<file path="src/rtl/permute_controller.sv">
// Sequencing FSM for the permute datapath: drives the file-reader load, line/cell counters and writer enable,
// with start/busy/done handshake, writer back-pressure, user abort and a stall watchdog.
module permute_controller #(
    parameter int unsigned STALL_MAX = 1024,
    parameter int unsigned STALL_W   = 11
) (
    input  logic clk,
    input  logic rst,
    input  logic start,
    input  logic abort,
    input  logic fw_ready,
    input  logic co_c64,
    input  logic co_c25,
    output logic ld_fr,
    output logic en_fw,
    output logic init0_c64,
    output logic init0_c25,
    output logic en_c64,
    output logic en_c25,
    output logic busy,
    output logic done,
    output logic aborted,
    output logic stall_err
);

    typedef enum logic [2:0] {
        S_IDLE,
        S_INIT,
        S_LOAD,
        S_PERM,
        S_NEXT,
        S_DONE,
        S_ABORT
    } state_t;

    state_t               state_q, state_d;
    logic [STALL_W-1:0]   stall_q, stall_d;
    logic [STALL_W-1:0]   stall_inc;
    logic                 stall_trip;
    logic                 stall_err_q, stall_err_d;

    always_ff @(posedge clk or posedge rst) begin
        if (rst) begin
            state_q     <= S_IDLE;
            stall_q     <= '0;
            stall_err_q <= 1'b0;
        end else begin
            state_q     <= state_d;
            stall_q     <= stall_d;
            stall_err_q <= stall_err_d;
        end
    end

    assign stall_inc  = stall_q + STALL_W'(1);
    assign stall_trip = (stall_inc >= STALL_W'(STALL_MAX));

    // Next-state and strobe decode; abort suppresses every datapath strobe in its cycle.
    always_comb begin
        state_d     = state_q;
        stall_d     = '0;
        stall_err_d = stall_err_q;
        ld_fr       = 1'b0;
        en_fw       = 1'b0;
        init0_c64   = 1'b0;
        init0_c25   = 1'b0;
        en_c64      = 1'b0;
        en_c25      = 1'b0;
        done        = 1'b0;
        aborted     = 1'b0;

        case (state_q)
            S_IDLE: begin
                if (start) begin
                    state_d     = S_INIT;
                    stall_err_d = 1'b0;
                end
            end
            S_INIT: begin
                init0_c64 = 1'b1;
                init0_c25 = 1'b1;
                state_d   = abort ? S_ABORT : S_LOAD;
            end
            S_LOAD: begin
                if (abort) begin
                    state_d = S_ABORT;
                end else begin
                    ld_fr   = 1'b1;
                    state_d = S_PERM;
                end
            end
            S_PERM: begin
                if (fw_ready) begin
                    if (abort) begin
                        state_d = S_ABORT;
                    end else begin
                        en_fw  = 1'b1;
                        en_c25 = 1'b1;
                        if (co_c25) begin
                            state_d = S_NEXT;
                        end
                    end
                end else begin
                    stall_d = stall_trip ? STALL_W'(STALL_MAX) : stall_inc;
                    if (stall_trip) begin
                        stall_err_d = 1'b1;
                        state_d     = S_ABORT;
                    end
                    if (abort) begin
                        state_d = S_ABORT;
                    end
                end
            end
            S_NEXT: begin
                init0_c25 = 1'b1;
                if (abort) begin
                    state_d = S_ABORT;
                end else if (co_c64) begin
                    state_d = S_DONE;
                end else begin
                    en_c64  = 1'b1;
                    state_d = S_LOAD;
                end
            end
            S_DONE: begin
                done    = 1'b1;
                state_d = S_IDLE;
            end
            S_ABORT: begin
                init0_c64 = 1'b1;
                init0_c25 = 1'b1;
                aborted   = 1'b1;
                state_d   = S_IDLE;
            end
            default: begin
                state_d = S_IDLE;
            end
        endcase
    end

    assign busy      = (state_q != S_IDLE);
    assign stall_err = stall_err_q;

endmodule

</file>
<file path="config.mk">
export PLATFORM = sky130hd
export DESIGN_NAME = permute_controller
export DESIGN_NICKNAME = d
export VERILOG_FILES = /design/src/rtl/permute_controller.sv
export SDC_FILE = /design/constraint.sdc
export NUM_CORES = 1
export LEC_CHECK = 0
export BUFFER_PORTS_ARGS = -buffer_cell sky130_fd_sc_hd__buf_2
export CORE_UTILIZATION = 48
export CTS_CLUSTER_SIZE = 20
export DETAILED_ROUTE_END_ITERATION = 6
export PLACE_DENSITY_LB_ADDON = 0.05
export SLEW_MARGIN = 20
export SYNTH_ARGS = -nofsm -noshare
export SYNTH_HDL_FRONTEND = slang
export SYNTH_SLANG_ARGS = --single-unit
</file>
<file path="constraint.sdc">
create_clock -name clk -period 1.6 [get_ports clk]
set_input_delay 0.32 -clock clk [delete_from_list [all_inputs] [get_ports clk]]
set_output_delay 0.32 -clock clk [all_outputs]
set_load 0.01 [all_outputs]
</file>
==> flow_summary_export.csv <==
group,metric,value,unit
outcome,outcome,"finished with violations",
outcome,failed_checks,"setup timing",
sta,worstMarginPinSlew,0.5761,ns
setup_path,end_kind,"output pin",
setup_path,crit_buf_inv,2,
floorplan,die_area,2106,µm²
global_route,overflow,0,
clock_tree,cts_buffers,3,
synth,synthTopCellsByArea,"dfrtp_1 (41%), xnor2_1 (5.7%), nor2_2 (5.4%), o21ai_0 (4.3%), inv_1 (3.7%)",
global_route,grt_start_max_net_pins,16,
final_layout,n_fill_cell,133,
synth,synth.largest_area_cell,"dfrtp_1",
clock_tree,clk_latency,0.27,ns
floorplan,core,1764,µm²
global_route,antenna_found_initial,0,
setup_path,path_delay_family,"flip-flops",
floorplan,die_x,45.89,µm
clock_tree,ctsLongestPathBuffers,2,
setup_path,crit_required,1.28,ns
job,cap_violations,0,
final_layout,finalInstanceArea,1324,µm²
global_route,grt_pass1_wl,3.256,mm
global_route,first_global_vias,778,
setup_path,critPathMaxFanout,6,
synth,synth_seq_area_share,40.60,%
pwr,p_clk_share,13.4,%
floorplan,die_h,45.89,µm
pwr,peakVddDrop,0.8271,mV
clock_tree,cts_sinks,15,
pwr,p_comb_share,56.1,%
synth,syn_inst,103,
sta,setup_viol,19,
final_layout,syn2layout_area_growth,43.17,%
place,dp_hpwl,1.424,mm
sta,grt_setup_unrepaired,"true",
drt,via_per_inst,5.171,
pwr,internal_power,0.9814,mW
drt,drt_first_pass_iters,4,
clock_tree,htreeDepth,1,
drt,final_antenna_net_count,0,
clock_tree,clkTransAtPathRegs,0.09,ns
drt,drc,0,
sta,tns,-1.078,ns
sta,period_share,110.3,%
floorplan,initial_core_util,52.41,%
global_route,grt_use_total,22.07,%
synth,ys_seq_elements,15,
synth,async_flop_share,100.0,%
synth,synth_enable_flop_cells,0,
synth,synthFlopType,"dfrtp_1",
pwr,seqPwrFrac,30.4,%
final_layout,antennaDiodeCount,0,
pwr,power.density,1206,nW/µm²
synth,synth_commonest_cells,"dfrtp_1 (15), inv_1 (9), nor2_1 (9)",
final_layout,fin_util,75.04,%
floorplan,rows,15,
synth,syn_area,924.6,µm²
floorplan,ios,17,
sta,clock.fmax,566.9,MHz
sta,setup_ws,-0.1640,ns
drt,initialDrtViolationCount,17,
final_layout,nets,148,
sta,fin_crit,1.764,ns
pwr,p_sw_share,38.51,%
synth,synthesis.nets,111,
place,port_buffers,16,
setup_path,start_kind,"flop",
pwr,p_leak,0.5813,nW
synth,synthDistinctLibCells,36,
hold_path,hold_path.class,"in -> async",
drt,vias,848,
clock_tree,cts_tree,"yes",
place,place_worst_setup_slack,-0.03035,ns
sta,max_slew_margin,61.55,%
setup_path,worstPathCellList,"buf_6 > or3_4 > o21ai_2 > buf_2",
drt,drt_wl_total,2.182,mm
clock_tree,root_buffer,"clkbuf_4",
pwr,switchingPower,0.6146,mW
setup_path,path_class,"reg -> out",
sta,clock_skew,0.002026,ns
synth,yosysMostFrequentCell,"dfrtp_1",
setup_path,worstPathArrival,1.44,ns
final_layout,drive_above_1_share,50.36,%
sta,finalMaxSlewViolations,0,
sta,hold_violations,0,
synth,netlist.area_leader.share,40.60,%
drt,wl_per_cell,13.30,µm
synth,post_synth.cell_area_avg,8.977,µm²
setup_path,worst_path_largest_cell_delay,0.44,ns
place,place.gp.congestion,0.7681,
setup_path,slowest_stage,"dfrtp_1",
synth,yosysWarnings,0,
place,postPlaceCellArea,1104,µm²
cell type report:
class                           instances  area (µm²)  share of cell area (%)
Tap cell                               25       31.28                   2.363
Multi-Input combinational cell         73       573.1                   43.29
Clock buffer                            4       26.28                   1.985
Sequential cell                        15       376.6                   28.45
Inverter                                9       33.78                   2.552
Timing Repair Buffer                   38       282.8                   21.36
timing repair:
item | 4_1_cts | 5_1_grt
setup buffers | 5 | 4
gates cloned | 1 | 0
hold buffers | 0 | 0
resized for setup | 14 | 16
pin swaps | 12 | 7
setup endpoints to repair | 17 | 21
power by group through the flow:
stage	registers [mW]	logic (mW)	clock network [mW]
after floorplan	0.459	0.410	0
after global placement	0.482	0.599	0
after detailed placement	0.481	0.609	0
after CTS	0.480	0.727	0.218
after global routing	0.492	0.980	0.233
final	0.486	0.895	0.215
metrics by stage:
step | hold WS [ns] | std cells | total power [mW]
floorplan | 0.2215 | 103 | 0.8688
CTS | 0.09994 | 161 | 1.425
global placement | 0.3982 | 151 | 1.081
global route | 0.1382 | 164 | 1.706
detailed placement | 0.4016 | 151 | 1.090
finish | 0.08446 | 164 | 1.596
cells by family after synthesis:
kind of cell               Yosys count  synth area share, %
xor gates and xnor gates             8                7.578
muxes                                1                1.083
and+or+nand+nor                     47                30.72
adders and majority gates            1                1.353
DFF                                 15                40.60
AOI/OAI and AO/OA                   16                11.23
buffers and inverters               15                7.442
metal layers:
metal | global-route usage (%) | wire, µm
met1 | 24.57 | 933
met2 | 40.85 | 1149
met3 | 3.968 | 63
met4 | 8.235 | 34
met5 | 0 | 0
cells in the final DEF, fill, tap and decap left out, drive strengths merged, types with 2 or more instances in the layout:
master  instances
nand3           7
dfrtp          15
inv             9
xnor2           6
nand2           7
o21ai           8
clkbuf          4
nor2           18
xor2            2
nor3            4
nor4            2
a21oi           2
or3             3
buf            38
worst paths after layout:
check,cells past startpoint,end,slack [ns],start
worst max-delay path,4,init0_c64,-0.16,state_q[2]$_DFFE_PP0P_
worst min-delay path,2,stall_err$_DFFE_PP0P_,0.08,rst
worst max register to register,5,state_q[2]$_DFFE_PP0P_,-0.10,state_q[2]$_DFFE_PP0P_
worst min register to register,2,stall_err$_DFFE_PP0P_,0.58,stall_err$_DFFE_PP0P_
max in group asynchronous,2,state_q[0]$_DFFE_PP0P_,1.10,rst
min in group clk,3,stall_q[10]$_DFF_PP0_,0.37,fw_ready
flip-flops by register name, summed over array words and instances (netlist names):
| signal | count |
|---|---|
| stall_q | 11 |
| stall_err | 1 |
| state_q | 3 |
No activity file was read; power rests on OpenSTA's default activity.
